<file path="config.mk">
export PLATFORM = sky130hd
export DESIGN_NAME = clock_ctrl
export DESIGN_NICKNAME = d
export VERILOG_FILES = /design/src/rtl/clock_ctrl_pkg.sv /design/src/rtl/clock_ctrl_btn_cond.sv /design/src/rtl/clock_ctrl.sv
export SDC_FILE = /design/constraint.sdc
export NUM_CORES = 1
export LEC_CHECK = 0
export CORE_AREA = 2 2 108 110
export CTS_BUF_LIST = sky130_fd_sc_hd__clkbuf_16
export DETAILED_ROUTE_END_ITERATION = 8
export DIE_AREA = 0 0 110 112
export PLACE_DENSITY_LB_ADDON = 0.15
export SETUP_SLACK_MARGIN = 0.2
export SLEW_MARGIN = 20
export SYNTH_ARGS = -nofsm -noshare
export SYNTH_HDL_FRONTEND = slang
export SYNTH_SLANG_ARGS = --single-unit
</file>
<file path="constraint.sdc">
create_clock -name clk_i -period 2.25 [get_ports clk_i]
set_input_delay 0.45 -clock clk_i [delete_from_list [all_inputs] [get_ports clk_i]]
set_output_delay 0.45 -clock clk_i [all_outputs]
set_load 0.02 [all_outputs]
</file>
<file path="src/rtl/clock_ctrl_pkg.sv">
`default_nettype none
// ============================================================================
// Module      : clock_ctrl_pkg
// Description : Shared types and helpers for the digital-clock timing and
//               mode controller: FSM state encoding, counter-width helper
//               and the mode-advance function.
// Revision    : 1.0 - initial release
// ============================================================================
package clock_ctrl_pkg;

    // Encoding is visible on the mode LEDs: 0=RUN 1=SET_HOUR 2=SET_MIN.
    typedef enum logic [1:0] {
        ST_RUN      = 2'd0,
        ST_SET_HOUR = 2'd1,
        ST_SET_MIN  = 2'd2
    } state_e;

    // Width of a counter that must hold 0..n-1; never narrower than 1 bit.
    function automatic int ctr_width(input int n);
        return (n > 1) ? $clog2(n) : 1;
    endfunction

    // Mode button walks RUN -> SET_HOUR -> SET_MIN -> RUN.
    function automatic state_e next_mode(input state_e s);
        case (s)
            ST_RUN:      return ST_SET_HOUR;
            ST_SET_HOUR: return ST_SET_MIN;
            default:     return ST_RUN;
        endcase
    endfunction

endpackage
`default_nettype wire

</file>
<file path="src/rtl/clock_ctrl_btn_cond.sv">
`default_nettype none
// ============================================================================
// Module      : clock_ctrl_btn_cond
// Description : Push-button conditioner: 2-flop synchronizer, debounce filter
//               and accepted-rising-edge pulse.
// Ports       : clk_i   - system clock
//               rst_i   - synchronous active-high reset
//               btn_i   - raw button level, asynchronous to clk_i
//               press_o - one-cycle pulse when a 0->1 change is accepted
// Revision    : 1.0 - initial release
// ============================================================================
module clock_ctrl_btn_cond
    import clock_ctrl_pkg::*;
#(
    parameter int DEBOUNCE_CYCLES = 1_000_000
) (
    input  logic clk_i,
    input  logic rst_i,
    input  logic btn_i,
    output logic press_o
);

    localparam int              c_cnt_w    = ctr_width(DEBOUNCE_CYCLES);
    localparam logic [c_cnt_w-1:0] c_cnt_last = c_cnt_w'(DEBOUNCE_CYCLES - 1);
    localparam logic [c_cnt_w-1:0] c_cnt_one  = c_cnt_w'(1);

    logic               sync1_q;
    logic               sync2_q;
    logic               level_q;
    logic [c_cnt_w-1:0] cnt_q;
    logic               w_differ;
    logic               w_accept;

    // cnt_q holds how many earlier consecutive samples already differed from
    // the accepted level, so the current differing sample completes the run.
    assign w_differ = sync2_q ^ level_q;
    assign w_accept = w_differ && (cnt_q == c_cnt_last);

    always_ff @(posedge clk_i) begin
        if (rst_i) begin
            sync1_q <= 1'b0;
            sync2_q <= 1'b0;
            level_q <= 1'b0;
            cnt_q   <= '0;
        end else begin
            sync1_q <= btn_i;
            sync2_q <= sync1_q;
            if (!w_differ) begin
                cnt_q <= '0;
            end else if (w_accept) begin
                level_q <= sync2_q;
                cnt_q   <= '0;
            end else begin
                cnt_q <= cnt_q + c_cnt_one;
            end
        end
    end

    // Only the accepted press edge is reported; releases are silent.
    assign press_o = w_accept & sync2_q;

endmodule
`default_nettype wire

</file>
<file path="src/rtl/clock_ctrl.sv">
`default_nettype none
// ============================================================================
// Module      : clock_ctrl
// Description : Timing and mode controller for the digital clock. Generates
//               the second tick, cascades it into minute/hour enables, runs
//               the RUN/SET_HOUR/SET_MIN mode FSM and blinks the field being
//               set.
// Ports       : clk_i        - system clock
//               glob_rst_i   - synchronous active-high reset
//               btn_mode_i   - raw mode button
//               btn_inc_i    - raw increment button
//               sec_tc_i     - seconds stage at terminal count
//               min_tc_i     - minutes stage at terminal count
//               ce_sec_o     - enable to seconds stage
//               ce_min_o     - enable to minutes stage
//               ce_hour_o    - enable to hours stage
//               blank_min_o  - blank minute digits
//               blank_hour_o - blank hour digits
//               mode_o       - current mode for LEDs
// Revision    : 1.0 - initial release
// ============================================================================
module clock_ctrl
    import clock_ctrl_pkg::*;
#(
    parameter int TICK_DIV        = 50_000_000,
    parameter int DEBOUNCE_CYCLES = 1_000_000,
    parameter int BLINK_DIV       = 12_500_000
) (
    input  logic       clk_i,
    input  logic       glob_rst_i,
    input  logic       btn_mode_i,
    input  logic       btn_inc_i,
    input  logic       sec_tc_i,
    input  logic       min_tc_i,
    output logic       ce_sec_o,
    output logic       ce_min_o,
    output logic       ce_hour_o,
    output logic       blank_min_o,
    output logic       blank_hour_o,
    output logic [1:0] mode_o
);

    localparam int                 c_div_w      = ctr_width(TICK_DIV);
    localparam logic [c_div_w-1:0] c_div_last   = c_div_w'(TICK_DIV - 1);
    localparam logic [c_div_w-1:0] c_div_one    = c_div_w'(1);
    localparam int                 c_blk_w      = ctr_width(BLINK_DIV);
    localparam logic [c_blk_w-1:0] c_blk_last   = c_blk_w'(BLINK_DIV - 1);
    localparam logic [c_blk_w-1:0] c_blk_one    = c_blk_w'(1);

    logic [c_div_w-1:0] div_cnt_q;
    logic [c_blk_w-1:0] blink_cnt_q;
    logic               blink_ph_q;
    state_e             state_q;

    logic w_tick;
    logic w_mode_press;
    logic w_inc_press;
    logic w_inc_ok;
    logic w_run;
    logic w_set_hour;
    logic w_set_min;

    // ------------------------------------------------------------------
    // Second tick divider, free-running in every mode.
    // ------------------------------------------------------------------
    always_ff @(posedge clk_i) begin
        if (glob_rst_i) begin
            div_cnt_q <= '0;
        end else if (div_cnt_q == c_div_last) begin
            div_cnt_q <= '0;
        end else begin
            div_cnt_q <= div_cnt_q + c_div_one;
        end
    end

    assign w_tick = (div_cnt_q == c_div_last);

    // ------------------------------------------------------------------
    // Button conditioning.
    // ------------------------------------------------------------------
    clock_ctrl_btn_cond #(
        .DEBOUNCE_CYCLES (DEBOUNCE_CYCLES)
    ) u_btn_mode (
        .clk_i   (clk_i),
        .rst_i   (glob_rst_i),
        .btn_i   (btn_mode_i),
        .press_o (w_mode_press)
    );

    clock_ctrl_btn_cond #(
        .DEBOUNCE_CYCLES (DEBOUNCE_CYCLES)
    ) u_btn_inc (
        .clk_i   (clk_i),
        .rst_i   (glob_rst_i),
        .btn_i   (btn_inc_i),
        .press_o (w_inc_press)
    );

    // ------------------------------------------------------------------
    // Mode FSM with blink generator. A mode press restarts the blink so
    // the newly selected field starts visible; an increment forces the
    // phase visible without disturbing the half-period counter.
    // ------------------------------------------------------------------
    always_ff @(posedge clk_i) begin
        if (glob_rst_i) begin
            state_q     <= ST_RUN;
            blink_cnt_q <= '0;
            blink_ph_q  <= 1'b0;
        end else if (w_mode_press) begin
            state_q     <= next_mode(state_q);
            blink_cnt_q <= '0;
            blink_ph_q  <= 1'b0;
        end else begin
            if (blink_cnt_q == c_blk_last) begin
                blink_cnt_q <= '0;
                blink_ph_q  <= ~blink_ph_q;
            end else begin
                blink_cnt_q <= blink_cnt_q + c_blk_one;
            end
            // Placed last so it overrides a coincident phase toggle.
            if (w_inc_press && (state_q != ST_RUN)) begin
                blink_ph_q <= 1'b0;
            end
        end
    end

    // ------------------------------------------------------------------
    // Enables and blanking, decoded from registered state.
    // ------------------------------------------------------------------
    assign w_run      = (state_q == ST_RUN);
    assign w_set_hour = (state_q == ST_SET_HOUR);
    assign w_set_min  = (state_q == ST_SET_MIN);

    // An increment coinciding with a mode change is dropped.
    assign w_inc_ok   = w_inc_press & ~w_mode_press;

    assign ce_sec_o     = w_run & w_tick;
    assign ce_min_o     = (w_run & w_tick & sec_tc_i) | (w_set_min & w_inc_ok);
    assign ce_hour_o    = (w_run & w_tick & sec_tc_i & min_tc_i) | (w_set_hour & w_inc_ok);
    assign blank_hour_o = w_set_hour & blink_ph_q;
    assign blank_min_o  = w_set_min & blink_ph_q;
    assign mode_o       = state_q;

endmodule
`default_nettype wire

</file>
==> run summary, run 1 <==
DRT iter0 DRCs -> 195
Number of global-route vias before repair -> 3,583
Net Count, Synth -> 511
Kind of critical path -> reg -> out
PwrDens -> 575 nW/µm²
CTS buffer count -> 9
Fill count -> 1,026
Starting Density -> 0.392
Worst-case clock buffer depth -> 2
Hold Path Class -> reg -> reg
CTS clk-pin slew, worst paths -> 0.07 ns
Seq/Total Area, Yosys -> 0.452
Finished Layout Cells -> 756
Worst setup SP type -> flop
Buf/Inv on CP -> 2
Die span in y -> 112 µm
Setup violators final -> 14
Congestion Overflow GR -> 0
Post-Route WL -> 9350 µm
Dpl hpwl -> 6360 µm
Hold-fix buffers, CTS -> 0
Via-to-Cell Ratio -> 4.87
Failing checks -> negative setup slack
Critical path required time -> 1.80 ns
WP data arrival -> 2.32 ns
RSZ-0062 raised after global routing -> true
Reg area -> 1990 µm²
CTS Root Cell -> clkbuf_16
Worst VDD drop -> 0.400 mV
Worst-Skew Late Latency -> 0.34 ns
First-pass GRT wire length -> 16,200 µm
Relative slew slack -> 0.669
CTS tree -> yes
Initial antenna violation count -> 0
# diodes -> 0
Multi-input logic area -> 2430 µm²
Pre-CTS WS -> -0.643 ns
Commonest non-fill, non-tap cell in the layout -> nor2_1
Die ar. -> 12,300 µm²
Routed via count -> 3,680
FP Rows -> 39
Worst Path Max Fanout -> 3
Largest net degree at the start of global routing -> 25
Post-layout util -> 0.527
Chip Width -> 110 µm
Worst Hold Depth -> 1
Endpoint type of the worst setup path -> primary output
CTS sink cnt -> 99
H-tree depth -> 3
Max cap viols -> 0
Least-Margin Pin Slew -> 0.491 ns
Unique masters post-synth -> 35
Yosys warnings -> 0
Placed cell count -> 730
Slowest stage cell, crit path -> or4b_1
Critical R2R Capture -> blink_cnt_q[17]
DR pass1 iterations -> 4
Met1 Track Usage GR -> 0.220
Worst path cell trace -> or4b_1 -> or4_4 -> nor4_4 -> inv_1 -> a32o_1 -> buf_2
CP delay by family, top -> simple AND/OR/NAND/NOR gates
Tcrit/Tclk final -> 1.23
Final WS setup -> -0.524 ns
#FFs+latches synth -> 99
Grt peak-use layer -> met2
I/O pin total -> 13
Core area -> 11,200 µm²
Mapped Area -> 4380 µm²
Gpl congestion -> 0.787
Slowest cell delay on critical path -> 0.50 ns
Peak Freq -> 360 MHz
Grt met2 use -> 0.257
DR WL/cell -> 12.4 µm
R2R cell count -> 8
Crit path launch -> u_btn_mode.cnt_q[13]
Total GRT Usage -> 0.166
Syn Inst Count -> 501
Final Skew -> 0.00476 ns
Final net count -> 618
# DRC -> 0
Internal reg-to-reg setup slack -> -0.02 ns
Slew Limit Fails -> 0
Final worst path period need -> 2.77 ns
Share of post-route cells with drive strength above 1 -> 0.253
IO buf count -> 12
Stages on the worst setup path -> 6
Critical Path Sink -> ce_hour_o
Post-DRT Antenna Nets -> 0
Critical R2R Launch -> u_btn_mode.cnt_q[13]
Status -> finished with violations
Most frequent cells in the layout -> 94 x nor2_1, 90 x dfxtp_1, 88 x buf_4, 50 x xor2_1, 37 x nand3_1
Endpoints failing hold -> 0
Synth Area per Inst -> 8.75 µm²
Met3 GRT Util -> 0.0527
Layout area overhead -> 34.4%
Static Leak -> 0.00212 µW
## logic make-up after synthesis
group / after synthesis / share of synthesized area
AO/OA/AOI/OAI: 6 / 0.00999
XOR/XNOR: 85 / 0.170
adder cells (fa/ha/maj): 4 / 0.0114
buffers and inverters: 25 / 0.0257
flip-flops: 99 / 0.452
multiplexers: 3 / 0.00685
AND/OR/NAND/NOR: 279 / 0.324
## flip-flops by register name (all words and copies together) (netlist names), 2 cells and up
| name | count |
|---|---|
| u_btn_mode.cnt_q | 20 |
| u_btn_inc.cnt_q | 20 |
| blink_cnt_q | 24 |
| mode_o | 2 |
| div_cnt_q | 26 |
## routing by layer
layer | up-vias | share of wire | routed length (µm)
met5 | - | 0 | 0
met1 | 1710 | 0.50 | 4680
met3 | 9 | 0.034 | 318
li1 | 1921 | - | -
met2 | 40 | 0.45 | 4230
met4 | 0 | 0.013 | 121
## stage by stage
step	TNS (ns)	hold WS (ns)	total power, µW	instance area (µm²)
finish	-1.19	0.447	3390	5890
floorplan	-0.365	0.414	1860	4390
global route	-3.21	0.463	3530	5890
detailed placement	-1.88	0.425	1890	5280
CTS	-1.12	0.451	3420	5770
global placement	-1.96	0.432	1890	5280
## cell type report
cell class                      instances  share of cell area
Multi-Input combinational cell        377               0.414
Inverter                               12             0.00765
Timing Repair Buffer                  109               0.161
Sequential cell                        99               0.339
Clock buffer                            9              0.0383
Tap cell                              143              0.0304
Clock inverter                          7              0.0104
## power breakdown
part,internal (µW),total [µW],switching [µW],leakage (µW)
Combinational,60.9,115,53.8,0.00118
Sequential,1770,1780,10.1,0.000803
Clock,848,1500,649,0.000141
Total,2670,3390,713,0.00212
## cells in the mapped netlist, drive strengths merged
master,n,area [µm²]
nand3,38,190
and2,2,12.5
clkbuf,10,37.5
a21oi,1,5.00
xnor2,35,307
dfxtp,99,1980
and3b,1,8.76
or3,5,31.3
or4b,1,10.0
a32o,2,20.0
nor2b,5,31.3
or2,2,12.5
nor2,110,413
mux2i,3,30.0
nor4bb,3,30.0
or4,3,26.3
nand2,31,116
and3,10,62.6
and4,8,70.1
ha,4,50.1
nor4,14,103
nor3b,2,15.0
xor2,50,438
a2111oi,1,8.76
nor3,11,55.1
nand4bb,2,22.5
nand4,24,150
buf,3,30.0
o21ai,2,10.0
nand2b,1,6.26
inv,12,45.0
nor4b,6,52.6
## timing repair
action                                 4_1_cts  5_1_grt
pin swaps                                    7        6
resized for setup                           44       25
cloned                                       2        2
setup buffers                                5        1
setup endpoints to repair                   31       71
endpoints found under the hold margin        0        0
## worst min path at each step
stage | start | end | slack, ns
CTS | u_btn_inc.sync1_q | u_btn_inc.sync2_q | 0.45
global placement | blink_cnt_q[0] | blink_cnt_q[0] | 0.43
finish | u_btn_inc.sync1_q | u_btn_inc.sync2_q | 0.45
floorplan | u_btn_inc.sync1_q | u_btn_inc.sync2_q | 0.41
detailed placement | u_btn_inc.sync1_q | u_btn_inc.sync2_q | 0.42
global route | u_btn_mode.sync1_q | u_btn_mode.sync2_q | 0.46
Note: power is estimated with default switching activity, not from simulation.
==> run 2, diff against run 1 <==
- CAP_MARGIN: default -> 20
- CORE_AREA: 2 2 108 110 -> 2 2 111 113
- DIE_AREA: 0 0 110 112 -> 0 0 113 115
- SYNTH_HIERARCHICAL: default -> 1
==> run summary, run 2 <==
CTS buffer count -> 9 (unchanged)
Net Sw Power -> 703 µW (was 713 µW)
Max FFs per register -> 26 (unchanged)
CTS tree -> yes (unchanged)
Yosys warnings -> 6 (was 0)
Die span in y -> 115 µm (was 112 µm)
Setup TNS -> -0.484 ns (was -1.19 ns)
Static Leak -> 0.00213 µW (was 0.00212 µW)
# diodes -> 0 (unchanged)
Die ar. -> 13,000 µm² (was 12,300 µm²)
Net Count, Synth -> 552 (was 511)
Largest net degree at the start of global routing -> 21 (was 25)
Main synth FF type -> dfxtp_1 (unchanged)
Congestion Overflow GR -> 0 (unchanged)
Worst Path Max Fanout -> 2 (was 3)
Chip Width -> 113 µm (was 110 µm)
Fill count -> 1,125 (was 1,026)
H-tree depth -> 3 (unchanged)
Critical path required time -> 1.80 ns (about the same)
Endpoint type of the worst setup path -> primary output (unchanged)
Cell taking the most area after synthesis -> dfxtp_1 (unchanged)
Final Skew -> 0.00793 ns (was 0.00476 ns)
Most frequent cells in the layout -> 90 x dfxtp_1, 85 x buf_4, 71 x nor2_1, 33 x a21oi_1, 32 x nand2_1 (was 94 x nor2_1, 90 x dfxtp_1, 88 x buf_4, 50 x xor2_1, 37 x nand3_1)
Worst-Skew Late Latency -> 0.35 ns (was 0.34 ns)
Sw Share -> 0.209 (was 0.210)
Via-to-Cell Ratio -> 5.25 (was 4.87)
Largest regs -> div_cnt_q: 26 flops, blink_cnt_q: 24 flops (unchanged)
Gpl congestion -> 0.792 (was 0.787)
Final worst path period need -> 2.43 ns (was 2.77 ns)
RSZ-0062 raised after global routing -> true (unchanged)
First-pass GRT wire length -> 17,500 µm (was 16,200 µm)
Max cap viols -> 0 (unchanged)
Gate power share -> 0.027 (was 0.034)
# DRC -> 1 (was 0)
Layout area overhead -> 29.3% (was 34.4%)
Mapped Area -> 4660 µm² (was 4380 µm²)
Worst-case clock buffer depth -> 2 (unchanged)
DR pass1 iterations -> 6 (was 4)
Least-Margin Pin Slew -> 0.504 ns (was 0.491 ns)
Share of post-route cells with drive strength above 1 -> 0.261 (was 0.253)
Final WS setup -> -0.179 ns (was -0.524 ns)
WP data arrival -> 1.98 ns (was 2.32 ns)
Synth area leaders -> dfxtp_1 43%, nor2_1 5.8%, xnor2_1 5.6%, a21oi_1 3.8%, or3_1 3.8% (was dfxtp_1 45%, xor2_1 10%, nor2_1 9.4%, xnor2_1 7.0%, nand3_1 4.3%)
Failing checks -> design-rule violations, negative setup slack (was negative setup slack)
Biggest register -> div_cnt_q (unchanged)
Worst setup SP type -> flop (unchanged)
Unique masters post-synth -> 47 (was 35)
Post-DRT Antenna Nets -> 0 (unchanged)
Hold-fix buffers, CTS -> 0 (unchanged)
Dpl hpwl -> 7390 µm (was 6360 µm)
Ys async rst share -> 0 (unchanged)
Post-synth EDFFs -> 0 (unchanged)
Peak Freq -> 412 MHz (was 360 MHz)
FP Rows -> 40 (was 39)
Slew Limit Fails -> 0 (unchanged)
Syn Inst Count -> 542 (was 501)
Setup violators final -> 3 (was 14)
Post-Route WL -> 10,300 µm (was 9350 µm)
Routed via count -> 4,131 (was 3,680)
Endpoints failing hold -> 0 (unchanged)
Synth Area per Inst -> 8.60 µm² (was 8.75 µm²)
Relative slew slack -> 0.663 (was 0.669)
CTS Root Cell -> clkbuf_16 (unchanged)
CTS sink cnt -> 99 (unchanged)
Commonest cells post-synth -> 99 x dfxtp_1, 72 x nor2_1, 37 x nand2_1 (was 110 x nor2_1, 99 x dfxtp_1, 50 x xor2_1)
Post-route cell area -> 6030 µm² (was 5890 µm²)
Multi-input logic area -> 2690 µm² (was 2430 µm²)
Seq/Total Area, Yosys -> 0.425 (was 0.452)
Hold Path Class -> reg -> reg (unchanged)
DRT iter0 DRCs -> 224 (was 195)
Reg area -> 1990 µm² (unchanged)
Post-layout util -> 0.510 (was 0.527)
Final net count -> 645 (was 618)
DR WL/cell -> 13.1 µm (was 12.4 µm)
PwrDens -> 557 nW/µm² (was 575 nW/µm²)
#FFs+latches synth -> 99 (unchanged)
Clock Power Share -> 0.445 (was 0.442)
IO buf count -> 12 (unchanged)
Most frequent cell after synthesis -> dfxtp_1 (was nor2_1)
Worst VDD drop -> 0.352 mV (was 0.400 mV)
Kind of critical path -> reg -> out (unchanged)
Status -> finished with violations (unchanged)
Total GRT Usage -> 0.165 (was 0.166)
P_int -> 2650 µW (was 2670 µW)
Initial antenna violation count -> 0 (unchanged)
Number of global-route vias before repair -> 3,886 (was 3,583)
Tcrit/Tclk final -> 1.08 (was 1.23)
Commonest non-fill, non-tap cell in the layout -> dfxtp_1 (was nor2_1)
CTS clk-pin slew, worst paths -> 0.06 ns (was 0.07 ns)
Core area -> 11,800 µm² (was 11,200 µm²)
Starting Density -> 0.394 (was 0.392)
Sequential share of power -> 0.529 (was 0.524)
I/O pin total -> 13 (unchanged)
Area share of the largest cell type after synthesis -> 0.425 (was 0.452)
Placed cell area -> 5530 µm² (was 5280 µm²)
-- run 2: repair_timing --
action                     CTS  global route
cloned                       0             2
gates resized for setup     31            30
pin swaps                    9             8
buffers inserted             0             5
setup endpoints to repair    7            32
-- run 2: stage by stage --
step | std cells | setup WS [ns] | power, µW | hold slack (ns)
global route | 787 | -0.316 | 3490 | 0.464
detailed placement | 764 | -0.551 | 1900 | 0.433
global placement | 764 | -0.506 | 1890 | 0.417
floorplan | 542 | 0.198 | 1860 | 0.414
CTS | 780 | -0.225 | 3410 | 0.448
finish | 787 | -0.179 | 3360 | 0.443
-- run 2: layout make-up --
cell class,instances,share of cell area
inverters,18,0.0112
multi-input cells,406,0.446
well taps,147,0.0305
repair buffers,101,0.134
flip-flops and latches,99,0.331
clock buffers,9,0.0374
clock inverters,7,0.00997
-- run 2: kinds of logic (layout without fill, tap and decap cells) --
kind of cell / count (synthesis) / count (layout) / synth area share
flops: 99 / 99 / 0.425
simple gates: 270 / 270 / 0.328
buf+inv: 37 / 135 / 0.0376
compound gates: 81 / 81 / 0.102
fa+ha+maj: 4 / 4 / 0.0107
mux: 2 / 2 / 0.00456
xor+xnor: 49 / 49 / 0.0921
-- run 2: path summary, 6_finish.rpt --
kind | slack, ns | startpoint | cells after the start | to
worst min-delay path | 0.44 | u_btn_inc/sync1_q | 1 | u_btn_inc/sync2_q
worst max register to register | 0.31 | blink_cnt_q[9] | 4 | blink_cnt_q[21]
worst min register to register | 0.44 | u_btn_inc/sync1_q | 1 | u_btn_inc/sync2_q
worst max-delay path | -0.18 | u_btn_inc/cnt_q[10] | 7 | ce_min_o
-- run 2: power by group through the flow --
stage / clock [µW] / sequential (µW) / combinational, µW
floorplan: 0 / 1810 / 44.3
global placement: 0 / 1810 / 80.5
detailed placement: 0 / 1810 / 82.1
CTS: 1550 / 1770 / 83.0
global route: 1610 / 1780 / 101
finish: 1490 / 1770 / 89.5
-- run 2: per-layer routing --
| layer | up-vias | global-route usage | wire (µm) |
|---|---|---|---|
| li1 | 2122 | - | - |
| met1 | 1970 | 0.201 | 4820 |
| met2 | 30 | 0.289 | 5100 |
| met3 | 9 | 0.0411 | 276 |
| met4 | 0 | 0.0488 | 95 |
| met5 | - | 0 | 0 |
-- run 2: critical path: stages, from the launching register on --
cell and delay [ns]:
dfxtp_2 0.33, nor4b_4 0.30, nand2_2 0.10, nor4_4 0.34
nor2b_4 0.23, nand2_2 0.08, a21oi_4 0.12, buf_6 0.13
==> run 3, diff against run 2 <==
- CORE_AREA: 2 2 111 113 -> 2 2 95 133
- DIE_AREA: 0 0 113 115 -> 0 0 97 135
==> run summary, run 3 (same netlist as run 2, synthesis figures left out) <==
Final Skew -> 0.00912 ns (was 0.00793 ns)
Worst-case clock buffer depth -> 2 (unchanged)
Routed via count -> 4,134 (was 4,131)
PwrDens -> 560 nW/µm² (was 557 nW/µm²)
Worst setup SP type -> flop (unchanged)
Layout area overhead -> 31.3% (was 29.3%)
Setup violators final -> 3 (unchanged)
Worst Path Max Fanout -> 2 (unchanged)
DR pass1 iterations -> 4 (was 6)
Die span in y -> 135 µm (was 115 µm)
Initial antenna violation count -> 0 (unchanged)
Largest regs -> div_cnt_q: 26 flops, blink_cnt_q: 24 flops (unchanged)
DR WL/cell -> 13.4 µm (was 13.1 µm)
Tcrit/Tclk final -> 1.10 (was 1.08)
H-tree depth -> 3 (unchanged)
WP data arrival -> 2.03 ns (was 1.98 ns)
Critical path required time -> 1.80 ns (about the same)
Met2 wire length -> 5670 µm (was 5100 µm)
Worst path cell trace -> nor4b_4 -> nand2_1 -> nor4_4 -> nor2b_4 -> nand2_2 -> a21oi_4 -> buf_6 (was nor4b_4 -> nand2_2 -> nor4_4 -> nor2b_4 -> nand2_2 -> a21oi_4 -> buf_6)
Status -> finished with violations (unchanged)
Number of global-route vias before repair -> 3,960 (was 3,886)
Chip Width -> 97 µm (was 113 µm)
Total GRT Usage -> 0.161 (was 0.165)
Slowest stage cell, crit path -> dfxtp_1 (was nor4_4)
Top sig layer -> met4 (unchanged)
Hold-fix buffers, CTS -> 0 (unchanged)
Hold slack -> 0.440 ns (was 0.443 ns)
Failing checks -> negative setup slack (was design-rule violations, negative setup slack)
Met1 WL -> 4630 µm (was 4820 µm)
Starting Density -> 0.394 (about the same)
Hold Path Class -> reg -> reg (unchanged)
Pre-CTS WS -> -0.606 ns (was -0.551 ns)
Endpoint type of the worst setup path -> primary output (unchanged)
Gpl congestion -> 0.743 (was 0.792)
Worst VDD drop -> 0.318 mV (was 0.352 mV)
Post-Route WL -> 10,600 µm (was 10,300 µm)
Die ar. -> 13,100 µm² (was 13,000 µm²)
Final net count -> 648 (was 645)
Max cap viols -> 0 (unchanged)
Peak Freq -> 403 MHz (was 412 MHz)
I/O pin total -> 13 (unchanged)
Slowest cell delay on critical path -> 0.34 ns (about the same)
Via-to-Cell Ratio -> 5.23 (was 5.25)
Most frequent cells in the layout -> 91 x dfxtp_1, 87 x buf_4, 71 x nor2_1, 33 x a21oi_1, 32 x nand2_1 (was 90 x dfxtp_1, 85 x buf_4, 71 x nor2_1, 33 x a21oi_1, 32 x nand2_1)
Worst-Skew Late Latency -> 0.34 ns (was 0.35 ns)
# diodes -> 0 (unchanged)
Commonest non-fill, non-tap cell in the layout -> dfxtp_1 (unchanged)
CTS sink cnt -> 99 (unchanged)
CTS Root Cell -> clkbuf_16 (unchanged)
Dpl hpwl -> 7470 µm (was 7390 µm)
Core area -> 11,800 µm² (about the same)
Final WS setup -> -0.229 ns (was -0.179 ns)
Kind of critical path -> reg -> out (unchanged)
Share of post-route cells with drive strength above 1 -> 0.260 (was 0.261)
RSZ-0062 raised after global routing -> true (unchanged)
CTS clk-pin slew, worst paths -> 0.07 ns (was 0.06 ns)
Static Leak -> 0.00214 µW (was 0.00213 µW)
Final worst path period need -> 2.48 ns (was 2.43 ns)
First-pass GRT wire length -> 17,600 µm (was 17,500 µm)
Met3 Wirelength -> 174 µm (was 276 µm)
IO buf count -> 12 (unchanged)
CTS tree -> yes (unchanged)
Biggest register -> div_cnt_q (unchanged)
Slew Limit Fails -> 0 (unchanged)
Largest net degree at the start of global routing -> 25 (was 21)
CTS buffer count -> 9 (unchanged)
Endpoints failing hold -> 0 (unchanged)
Post-DRT Antenna Nets -> 0 (unchanged)
Relative slew slack -> 0.662 (was 0.663)
DRT iter0 DRCs -> 93 (was 224)
# DRC -> 0 (was 1)
FP Rows -> 47 (was 40)
Max FFs per register -> 26 (unchanged)
Congestion Overflow GR -> 0 (unchanged)
Least-Margin Pin Slew -> 0.506 ns (was 0.504 ns)
Total power -> 3420 µW (was 3360 µW)
-- run 3: final timing paths --
kind	cells after the start	from	endpoint	slack, ns
hold / removal	1	u_btn_mode/sync1_q	u_btn_mode/sync2_q	0.44
setup reg to reg	4	blink_cnt_q[9]	blink_cnt_q[23]	0.28
hold reg to reg	1	u_btn_mode/sync1_q	u_btn_mode/sync2_q	0.44
setup / recovery	7	u_btn_inc/cnt_q[13]	ce_hour_o	-0.23
-- run 3: final cells by class --
cell class	count	area, µm²
Multi-Input combinational cell	406	2700
Clock buffer	9	225
Tap cell	147	184
Inverter	18	67.6
Sequential cell	99	1990
Fill cell	1113	5700
Timing Repair Buffer	104	876
Clock inverter	7	75.1
-- run 3: through the flow --
stage | instance area, µm² | cells | util | TNS [ns]
after detailed placement | 5550 | 763 | 0.470 | -1.46
after floorplan | 4730 | 542 | - | 0
after CTS | 5910 | 780 | 0.500 | -0.647
after global routing | 6120 | 790 | 0.517 | -0.940
after global placement | 5550 | 763 | 0.470 | -1.38
final | 6120 | 790 | 0.517 | -0.587
-- run 3: critical path: cells and delay by family (launching register included) --
family          cells  cell delay, ns
simple gates        5            1.09
buf+inv             1            0.13
flops               1            0.34
compound gates      1            0.14
-- run 3: per-layer routing --
layer / up-vias / global-route usage
met5: - / 0
li1: 2137 / -
met4: 0 / 0.0587
met2: 31 / 0.301
met3: 9 / 0.0300
met1: 1957 / 0.182
-- run 3: timing repair --
action | CTS | global route
setup endpoints to repair | 29 | 32
gates cloned | 0 | 3
setup buffers | 1 | 7
gates resized for setup | 31 | 20
pin swaps | 10 | 9
-- run 3: where the power goes --
part	internal [µW]	switching [µW]
sequential	1760	8.89
clock	868	682
combinational	50.1	49.3
